File: src/rtl/harmonic_note_player.sv
// harmonic_note_player: one voice. Plays a frequency-ROM note as a weighted
// sum of NUM_HARMONICS true harmonics (f, 2f, 3f, ...), counts its duration
// in beats and reports busy/done status.
// Ports:
//   clk_i, reset_i            clock, synchronous active-high reset
//   play_enable_i             1: run, 0: pause (beats and requests ignored)
//   note_to_load_i[5:0]       frequency ROM address, 0 = rest
//   duration_to_load_i        note length in beats, 0 = sustain until reload
//   load_new_note_i           strobe capturing note and duration
//   beat_i                    1/48 s tick
//   generate_next_sample_i    codec sample request
//   sample_out_o              signed mixed sample (registered)
//   new_sample_ready_o        pulse when sample_out_o updates
//   playing_o                 voice busy
//   done_with_note_o          pulse when the note ends
// Optional feature: define HARMONIC_NOTE_PLAYER_RELEASE_EN for a linear
// release envelope (gain 16 -> 0 in steps of 2 per beat) after the note ends.
module harmonic_note_player #(
  parameter int unsigned NUM_HARMONICS = 3,
  parameter int unsigned SAMPLE_WIDTH  = 16,
  parameter int unsigned DUR_WIDTH     = 6
) (
  input  logic                           clk_i,
  input  logic                           reset_i,
  input  logic                           play_enable_i,
  input  logic [5:0]                     note_to_load_i,
  input  logic [DUR_WIDTH-1:0]           duration_to_load_i,
  input  logic                           load_new_note_i,
  input  logic                           beat_i,
  input  logic                           generate_next_sample_i,
  output logic signed [SAMPLE_WIDTH-1:0] sample_out_o,
  output logic                           new_sample_ready_o,
  output logic                           playing_o,
  output logic                           done_with_note_o
);

  localparam int unsigned STEP_W  = 20;
  localparam int unsigned PHASE_W = 22;
  localparam int unsigned MIX_W   = SAMPLE_WIDTH + 2;
  localparam int unsigned SH_L    = (SAMPLE_WIDTH >= 16) ? SAMPLE_WIDTH - 16 : 0;
  localparam int unsigned SH_R    = (SAMPLE_WIDTH < 16) ? 16 - SAMPLE_WIDTH : 0;

  typedef enum logic [1:0] {ST_IDLE = 2'd0, ST_PLAY = 2'd1, ST_RELEASE = 2'd2} state_e;

  // Equal-tempered ROM: note 1 = 55 Hz, 22-bit phase at 48 kHz; octaves by shift.
  function automatic logic [STEP_W-1:0] frequency_rom(input logic [5:0] note);
    logic [5:0]  idx;
    logic [2:0]  oct;
    logic [3:0]  semi;
    logic [13:0] base;
    idx  = note - 6'd1;
    oct  = 3'(idx / 6'd12);
    semi = 4'(idx % 6'd12);
    case (semi)
      4'd1:    base = 14'd5092;
      4'd2:    base = 14'd5395;
      4'd3:    base = 14'd5715;
      4'd4:    base = 14'd6055;
      4'd5:    base = 14'd6415;
      4'd6:    base = 14'd6797;
      4'd7:    base = 14'd7201;
      4'd8:    base = 14'd7629;
      4'd9:    base = 14'd8083;
      4'd10:   base = 14'd8563;
      4'd11:   base = 14'd9073;
      default: base = 14'd4806;
    endcase
    if (note == 6'd0) return '0;
    return STEP_W'(base) << oct;
  endfunction

  // 64-point sine from a 16-entry quarter table (mid-bin samples, Q15).
  function automatic logic signed [SAMPLE_WIDTH-1:0] sine_lut(input logic [5:0] ph);
    logic [3:0]         idx;
    logic [14:0]        mag;
    logic signed [31:0] v;
    idx = ph[4] ? ~ph[3:0] : ph[3:0];
    case (idx)
      4'd0:    mag = 15'd1608;
      4'd1:    mag = 15'd4808;
      4'd2:    mag = 15'd7962;
      4'd3:    mag = 15'd11039;
      4'd4:    mag = 15'd14010;
      4'd5:    mag = 15'd16846;
      4'd6:    mag = 15'd19519;
      4'd7:    mag = 15'd22005;
      4'd8:    mag = 15'd24279;
      4'd9:    mag = 15'd26319;
      4'd10:   mag = 15'd28106;
      4'd11:   mag = 15'd29621;
      4'd12:   mag = 15'd30852;
      4'd13:   mag = 15'd31785;
      4'd14:   mag = 15'd32413;
      default: mag = 15'd32728;
    endcase
    v = $signed({17'd0, mag});
    if (ph[5]) v = -v;
    v = (v <<< SH_L) >>> SH_R;
    return SAMPLE_WIDTH'(v);
  endfunction

  state_e                         state_q, state_d;
  logic [5:0]                     note_q, note_d;
  logic [DUR_WIDTH-1:0]           count_q, count_d;
  logic                           playing_q, playing_d;
  logic                           done_q, done_d;
  logic [STEP_W-1:0]              step_q;
  logic signed [SAMPLE_WIDTH-1:0] sample_q;
  logic                           ready_q;
  logic                           req_c;
  logic [NUM_HARMONICS-1:0]       rdy_c;
  logic signed [SAMPLE_WIDTH-1:0] smp_c [NUM_HARMONICS];
  logic signed [MIX_W-1:0]        sum_c;
  logic signed [SAMPLE_WIDTH-1:0] mix_c;
  logic signed [SAMPLE_WIDTH-1:0] out_c;
`ifdef HARMONIC_NOTE_PLAYER_RELEASE_EN
  localparam int unsigned SCL_W = SAMPLE_WIDTH + 6;
  logic [4:0]              gain_q, gain_d;
  logic signed [SCL_W-1:0] scaled_c;
`endif

  assign req_c = generate_next_sample_i & play_enable_i;

  // One sine reader per harmonic; all share the request so they are ready together.
  for (genvar h = 0; h < NUM_HARMONICS; h++) begin : g_reader
    logic [STEP_W-1:0]              hstep_c;
    logic [PHASE_W-1:0]             phase_q;
    logic signed [SAMPLE_WIDTH-1:0] smp_q;
    logic                           rdy_q;
    assign hstep_c  = STEP_W'(step_q * (h + 1));
    assign smp_c[h] = smp_q;
    assign rdy_c[h] = rdy_q;
    always_ff @(posedge clk_i) begin
      if (reset_i) begin
        phase_q <= '0;
        smp_q   <= '0;
        rdy_q   <= 1'b0;
      end else begin
        rdy_q <= req_c;
        if (req_c) begin
          phase_q <= phase_q + PHASE_W'(hstep_c);
          smp_q   <= sine_lut(phase_q[PHASE_W-1 -: 6]);
        end
      end
    end
  end

  // Weighted mix with saturation; rests and idle voices are silent.
  always_comb begin
    sum_c = '0;
    for (int k = 0; k < NUM_HARMONICS; k++) begin
      sum_c = sum_c + ($signed(MIX_W'(smp_c[k])) >>> (k + 1));
    end
    if (sum_c[MIX_W-1] && !(&sum_c[MIX_W-2:SAMPLE_WIDTH-1])) begin
      mix_c = {1'b1, {(SAMPLE_WIDTH-1){1'b0}}};
    end else if (!sum_c[MIX_W-1] && (|sum_c[MIX_W-2:SAMPLE_WIDTH-1])) begin
      mix_c = {1'b0, {(SAMPLE_WIDTH-1){1'b1}}};
    end else begin
      mix_c = sum_c[SAMPLE_WIDTH-1:0];
    end
    if (note_q == 6'd0 || !playing_q) mix_c = '0;
  end

  // Envelope scaling (unity when the release feature is absent).
  always_comb begin
`ifdef HARMONIC_NOTE_PLAYER_RELEASE_EN
    scaled_c = SCL_W'(mix_c) * SCL_W'($signed({1'b0, gain_q}));
    out_c    = SAMPLE_WIDTH'(scaled_c >>> 4);
`else
    out_c = mix_c;
`endif
  end

  // Note/duration state machine: next-state and status decode.
  always_comb begin
    state_d   = state_q;
    note_d    = note_q;
    count_d   = count_q;
    playing_d = playing_q;
    done_d    = 1'b0;
`ifdef HARMONIC_NOTE_PLAYER_RELEASE_EN
    gain_d    = gain_q;
`endif
    if (load_new_note_i) begin
      // A load always wins over a coincident beat.
      state_d   = ST_PLAY;
      note_d    = note_to_load_i;
      count_d   = duration_to_load_i;
      playing_d = 1'b1;
`ifdef HARMONIC_NOTE_PLAYER_RELEASE_EN
      gain_d    = 5'd16;
`endif
    end else if (play_enable_i && beat_i) begin
      unique case (state_q)
        ST_PLAY: begin
          // count == 0 is sustain: beats are ignored.
          if (count_q > DUR_WIDTH'(1)) begin
            count_d = count_q - DUR_WIDTH'(1);
          end else if (count_q == DUR_WIDTH'(1)) begin
            count_d = '0;
`ifdef HARMONIC_NOTE_PLAYER_RELEASE_EN
            state_d = ST_RELEASE;
`else
            state_d   = ST_IDLE;
            playing_d = 1'b0;
            done_d    = 1'b1;
`endif
          end
        end
`ifdef HARMONIC_NOTE_PLAYER_RELEASE_EN
        ST_RELEASE: begin
          gain_d = gain_q - 5'd2;
          if (gain_q <= 5'd2) begin
            gain_d    = '0;
            state_d   = ST_IDLE;
            playing_d = 1'b0;
            done_d    = 1'b1;
          end
        end
`endif
        default: ;
      endcase
    end
  end

  always_ff @(posedge clk_i) begin
    if (reset_i) begin
      state_q   <= ST_IDLE;
      note_q    <= '0;
      count_q   <= '0;
      playing_q <= 1'b0;
      done_q    <= 1'b0;
      step_q    <= '0;
      sample_q  <= '0;
      ready_q   <= 1'b0;
`ifdef HARMONIC_NOTE_PLAYER_RELEASE_EN
      gain_q    <= '0;
`endif
    end else begin
      state_q   <= state_d;
      note_q    <= note_d;
      count_q   <= count_d;
      playing_q <= playing_d;
      done_q    <= done_d;
      step_q    <= frequency_rom(note_q);
      ready_q   <= 1'b0;
`ifdef HARMONIC_NOTE_PLAYER_RELEASE_EN
      gain_q    <= gain_d;
`endif
      // A sample in flight when pause begins is dropped, keeping the output frozen.
      if ((&rdy_c) && play_enable_i) begin
        sample_q <= out_c;
        ready_q  <= 1'b1;
      end
    end
  end

  assign sample_out_o       = sample_q;
  assign new_sample_ready_o = ready_q;
  assign playing_o          = playing_q;
  assign done_with_note_o   = done_q;

endmodule

File: config.mk
export PLATFORM = sky130hd
export DESIGN_NAME = harmonic_note_player
export DESIGN_NICKNAME = d
export VERILOG_FILES = /design/src/rtl/harmonic_note_player.sv
export SDC_FILE = /design/constraint.sdc
export NUM_CORES = 1
export LEC_CHECK = 0
export ABC_AREA = 0
export BUFFER_PORTS_ARGS = -buffer_cell sky130_fd_sc_hd__buf_4
export CORE_MARGIN = 2
export CORE_UTILIZATION = 50
export CTS_CLUSTER_SIZE = 25
export DETAILED_ROUTE_END_ITERATION = 7
export PLACE_DENSITY = 0.64
export SYNTH_ARGS = -nofsm -noshare
export SYNTH_HDL_FRONTEND = slang
export SYNTH_SLANG_ARGS = --single-unit
export TNS_END_PERCENT = 10
File: constraint.sdc
create_clock -name clk_i -period 6.7 [get_ports clk_i]
set_input_delay 0.335 -clock clk_i [delete_from_list [all_inputs] [get_ports clk_i]]
set_output_delay 0.335 -clock clk_i [all_outputs]
set_load 0.02 [all_outputs]
* After elaboration in Yosys (flattened, before gate mapping)
Memories as Yosys holds them, arrays and structs flattened.
Index checks and enable logic that the tools add are counted.
** Word-level totals
- Register bits after elaboration :: 167
- Memory bits (read-only) :: 944
- Output and inout port bits :: 19
- Memories :: 4
** Memories
- (no name shown) :: depth 16, width 15, rd ports 1, clocked after memory_dff 0, wr ports 0, RTL line 78 : case (idx)
- (no name shown) :: depth 16, width 15, rd ports 1, clocked after memory_dff 0, wr ports 0, RTL line 78
- (no name shown) :: depth 16, width 15, rd ports 1, clocked after memory_dff 0, wr ports 0, RTL line 78
- (no name shown) :: depth 16, width 14, rd ports 1, clocked after memory_dff 0, wr ports 0, RTL line 54 : case (semi)
** Cells by class
- Add/sub/neg operators :: 10
- Multiply operators :: 1
- Div/mod/pow operators :: 2
- Order comparisons :: 1
- Eq/ne operators :: 2
- Shift operators :: 1
- Muxes and demuxes :: 37
- Bitwise logic cells :: 6
- Reduce and logical (&&, ||, !) cells :: 18
** Operators by type and width (count)
- $mux W16 :: 6
- $mux W15 :: 6
- $add A22 B20 Y22 :: 3
- $neg A15 Y16 :: 3
- $mux W20 :: 2
- $mux W6 :: 5
- $mul A20 B2 Y20 const B :: 1
- $shl A14 B3 Y20 :: 1
- $add A16 B13 Y17 :: 1
- $add A15 B14 Y16 :: 1
- $mux W1 :: 14
- $mux W14 :: 1
- $mux W4 :: 3
- $not A4 Y4 :: 3
- $sub A6 B1 Y6 const B :: 2
- $div A6 B4 Y6 const B :: 1
- $eq A6 B1 Y1 const B :: 1
- $gt A6 B1 Y1 const B :: 1
- $logic_not A6 Y1 :: 1
- $mod A6 B4 Y6 const B :: 1
- $reduce_bool A2 Y1 :: 3
- $reduce_or A5 Y1 :: 1
- $logic_and A1 B1 Y1 :: 4
- $reduce_and A4 Y1 :: 1
- 9 further kinds :: 12

* Depth between registers and ports, before layout
- Depth in word-level cells :: 7
- Gate-level depth with buffers :: 21
- Gate-level depth less buffers :: 19

* Least setup slack after synthesis
Ideal clock, no wire load.
- Path type :: register -> register
- From :: reg note_q[0]
- To :: reg step_q[8]
- Library setup time :: 136 ps
- Arrival :: 4549 ps
- Required time :: 6564 ps
- Slack :: 2015 ps
- Cell stages (with the launch flop) :: 22
- Period minus slack after synthesis :: 4685 ps
- Cells stage by stage :: dfxtp_1 -> buf_6 -> inv_1 -> ha_1 -> nor3b_1 -> xor2_1 -> ha_1 -> ha_1 -> or2_2 -> and3_4 -> a21oi_4 -> inv_2 -> ha_1 -> or4b_1 -> o31ai_2 -> nor2_1 -> or2_1 -> buf_6 -> and2_1 -> o31a_2 -> a211oi_2 -> a211oi_1
** On the way
- Cells in the longest elaborated chain, start to end :: 6
** RTL lines
- from (decl) :: RTL line 103 : logic [5:0] note_q, note_d;
- from (signal assigned) :: RTL line 241 : note_q <= note_d;
- $sub A6 B1 Y6 :: RTL line 51 : idx = note - 6'd1;
- $mod A6 B4 Y6 :: RTL line 53 : semi = 4'(idx % 6'd12);
- $mem_v2 Z16 W14
- $mux W14 :: RTL line 227 : if (reset_i) begin
- $shl A14 B3 Y20 :: RTL line 69 : return STEP_W'(base) << oct;
- $mux W20 * :: RTL line 69
- to (signal assigned) :: RTL line 245 : step_q <= frequency_rom(note_q);
- to (decl) :: RTL line 107 : logic [STEP_W-1:0] step_q;
Every way passes the cells marked *; elsewhere a longest branch is shown, timed or not. The select of a mux whose other input is x is not followed.
A chain may end at the register's enable or synchronous reset.

* Worst setup path after layout
- From :: reg note_q[0]
- To :: reg step_q[4]
Same word-level chain as after synthesis.

==> run summary <==
The wire-length estimate of the detail-placed layout is 23,200 um. The post-synthesis average cell area was 7.78 um^2; the post-route cell area was 0.0143 mm^2. The analysis attributes to net switching a power of 1.53 mW. Maximum vdd drop: 0.143 mV.

The area growth from synthesis to layout is 7.51%. Along the worst path, the maximum fanout reaches 19. The tools report the launch instance of the worst min-delay path as note_to_load_i[0].

TritonCTS built the clock tree. The worst path needs 6.07 ns of the cycle, external delays included. Path length in cells of the critical path: 18. In this run, synthesis produced a sequential element count of 159. Number of buffers and inverters on the critical path: 2. The hold path depth is 3, and the DRC violations left is 0. The final layout contains 1,837 nets. The die is 167 um tall. In the final layout, flip-flops and latches occupy 0.00318 mm^2.

Row generation in the floorplan step produced 59 rows. The final estimated routing congestion in global placement came out at 0.859. The internal power of the cells totals 2.23 mW. In this run, the number of DRC markers left after iteration 0 of detailed routing was 750.

Area used by multi-input combinational logic: 0.00953 mm^2. The run finished with clean final reports. The delay of the slowest cell on the worst path was 0.92 ns.

The number of unique standard cell types used by synthesis was 94. After detailed routing, the average wire length per cell comes to 15.8 um. The tools report the maximum number of pins on one net before global-route repair as 90. CTS buffer count: 17. The die covers 0.0279 mm^2. The power density over the cells is 263 mW/mm^2.

The cell at the slowest stage of the critical path was sky130_fd_sc_hd__o31ai_2. Fill cells in the final layout number 2,489. Length in cells of the worst reg-to-reg path: 18.

The final hold slack is 0.125 ns, and the achievable frequency is 165 MHz. The global-route usage over all layers is 23.0%, and the post-detailed-routing wire length is 32,000 um. After detailed routing, the number of vias per cell comes to 5.86. Among cell families on the critical path, the largest total delay comes from compound AO/OA/AOI/OAI gates. The tightest min-delay check is of the input pin to flop type. The transition time at the pin with the least slew margin was 1.12 ns; the gate count of the mapped netlist was 1,708. The combined area of all synthesized cells was 0.0133 mm^2. The tools report the quantity of gates resized following cts as 0.

For this design the top-level I/O count stands at 37. The via count came out at 11,889. The critical path's most frequent cell was sky130_fd_sc_hd__ha_1.

The wire length of the first global-routing pass came out at 54,000 um. The initial antenna violation count is 0, and the area of the placeable core is 0.0261 mm^2. The tools report the cell area reported after detailed placement as 0.0137 mm^2.

The switching share of total power was 40.7%. Setup repair after global routing left no endpoint under its margin. The combinational share of power came out at 42.8%.

The critical path goes through inv_1 -> ha_1 -> nor3b_1 -> xor2_1 -> ha_1 -> ha_1 -> or2_2 -> and3_4 -> a21oi_4 -> inv_2 -> ha_1 -> o31ai_2 -> nor2_1 -> or2_1 -> o31ai_2 -> o22ai_1 -> a31oi_1 -> o22ai_1. The number of enable-type register cells in the synthesized netlist is 0, and the final worst clock skew is 0.0126 ns. The clock passes through at most 2 buffers. The tools report the critical path data arrival time as 6.37 ns. Input and output buffers added on the ports amount to 36. The clock-pin slew on the worst setup and hold paths works out to 0.08 ns. By startpoint and endpoint, the worst setup path is classified as flop to flop. The kind of start point of the critical path is a flop. Tracing the worst setup path back leads to its startpoint at note_q[0]. The leakage dissipation came out at 5.85 nW. For the final routed database, the setup TNS stands at 0 ns.

The number of hold buffers added after CTS was 0. The worst path uses 90.5% of the clock period. Via count of the first global-routing pass: 11,125.

For the share of the core filled with cells in the final layout, the log shows 54.8%. In this run the number of H-tree levels came out at 4. Post-CTS timing repair inserted 0 buffers for setup.

The worst register-to-register path begins at note_q[0]. The repair_antennas step left the layout with diodes totalling 0. The detail route stage leaves a number of antenna-violating nets equal to 0. Cells with a size suffix above 1 make up 7.85% of the layout.

The later pin in the worst-skew pair is clocked with a latency of 0.44 ns. Sequential cells burn 30.9% of the power. During synthesis, Yosys emitted a total of 0 warnings. Global routing finished with a remaining overflow of 0. Across the run, the number of max-cap violations was 0.

The share of total power dissipated in the clock network is 26.4%. The number of search-and-repair iterations in the first detailed-routing pass was 8; the share of async-settable or async-resettable flops after synthesis was 0%. For this configuration, the core starts out at a cell density of 51.0%. The tools report the kind of end point of the critical path as a flop. From left edge to right edge, the die measures 167 um. The tree is rooted in a sky130_fd_sc_hd__clkbuf_16.

Tightest slew margin relative to the limit: 24.9%. Clock sink count: 159. For the worst setup path, the data required time is 7.01 ns.

The logs give 1,863 for the total nets after synthesis and 0 for the number of endpoints failing setup at the final stage. Dominant register cell in the synthesized netlist: sky130_fd_sc_hd__dfxtp_1. The number of max-slew violations in the final report is 0, and the hold violation count in the final report is 0. For the sequential cell area fraction in the yosys report, the log shows 23.9%.
-- state kept, by name, summed over array words and instances (netlist names) --
signal / flops
new_sample_ready_o: 1
g_reader.smp_q: 42
g_reader.rdy_q: 1
sample_out_o: 16
done_with_note_o: 1
count_q: 6
note_q: 6
g_reader.phase_q: 65
state_q: 1
step_q: 20
-- area by class of cell --
type	instances	share of cell area (%)
multi-input combinational	1404	66.7
sequential	159	22.3
clock buffer	18	3.07
tap	335	2.93
timing repair buffer	47	2.47
inverter	53	1.39
clock inverter	14	1.15
-- cell families after synthesis --
group                    after synthesis  synth area share [%]
multiplexers                          37                  3.14
AND/OR/NAND/NOR                      575                  20.0
adder cells (fa/ha/maj)              137                  14.0
AO/OA/AOI/OAI                        527                  25.9
XOR/XNOR                             128                  8.60
buffers and inverters                145                  4.37
flip-flops                           159                  23.9
-- final timing paths --
| check | end | slack, ns |
|---|---|---|
| max reg2reg | step_q[4] | 0.63 |
| min | note_q[0] | 0.13 |
| max | step_q[4] | 0.63 |
| min reg2reg | sample_out_o[14] | 0.45 |
-- through the flow --
step	instances	worst slack [ns]	power (mW)
floorplan	1708	2.01	2.46
finish	2030	0.633	3.75
CTS	2030	0.800	3.78
global placement	1998	0.916	2.75
detailed placement	1998	0.838	2.77
global route	2030	0.300	4.03
-- power by group through the flow --
stage                     Sequential (mW)  Combinational, mW  Clock [mW]
after detailed placement             1.18               1.59           0
after floorplan                      1.12               1.33           0
after global placement               1.18               1.57           0
final                                1.16               1.60       0.990
after global routing                 1.17               1.81        1.06
after CTS                            1.16               1.60        1.02
-- cells in the mapped netlist (23+ instances only) --
cell | number | share of area (%)
sky130_fd_sc_hd__nor2_1 | 135 | 3.8
sky130_fd_sc_hd__xor2_1 | 40 | 2.6
sky130_fd_sc_hd__nand3_1 | 36 | 1.4
sky130_fd_sc_hd__dfxtp_1 | 159 | 24
sky130_fd_sc_hd__nor2b_1 | 23 | 1.1
sky130_fd_sc_hd__mux2i_1 | 26 | 2.0
sky130_fd_sc_hd__ha_1 | 117 | 11
sky130_fd_sc_hd__o21ai_0 | 98 | 3.7
sky130_fd_sc_hd__nor3_1 | 37 | 1.4
sky130_fd_sc_hd__nand2_1 | 228 | 6.4
sky130_fd_sc_hd__o22ai_1 | 25 | 1.2
sky130_fd_sc_hd__inv_1 | 50 | 1.4
sky130_fd_sc_hd__a211oi_1 | 42 | 2.4
sky130_fd_sc_hd__a21oi_1 | 168 | 6.3
sky130_fd_sc_hd__xnor2_1 | 85 | 5.6
sky130_fd_sc_hd__clkbuf_1 | 69 | 1.9
-- layer usage --
layer,track usage (%),wire (um)
met5,0,0
met4,6.30,452
met3,2.66,1110
met2,39.2,15200
met1,30.9,15200
-- worst reg2reg max path, delay by kind of cell (launching register included) --
family                   cells  cell delay, ns
flip-flops                   1            0.75
adder cells (fa/ha/maj)      4            1.07
AND/OR/NAND/NOR              5            1.42
XOR/XNOR                     1            0.18
buffers and inverters        2            0.45
AO/OA/AOI/OAI                6            2.07
-- cell usage in the layout (no fill, tap or decap), types with 36 or more instances in the layout --
cell type / instances
sky130_fd_sc_hd__o21ai_0: 98
sky130_fd_sc_hd__ha_1: 117
sky130_fd_sc_hd__nor2_1: 135
sky130_fd_sc_hd__inv_1: 50
sky130_fd_sc_hd__dfxtp_1: 159
sky130_fd_sc_hd__a211oi_1: 42
sky130_fd_sc_hd__buf_4: 47
sky130_fd_sc_hd__a21oi_1: 168
sky130_fd_sc_hd__xor2_1: 40
sky130_fd_sc_hd__nand2_1: 227
sky130_fd_sc_hd__nor3_1: 37
sky130_fd_sc_hd__xnor2_1: 85
sky130_fd_sc_hd__nand3_1: 36
(Power assumes the default switching activity.)
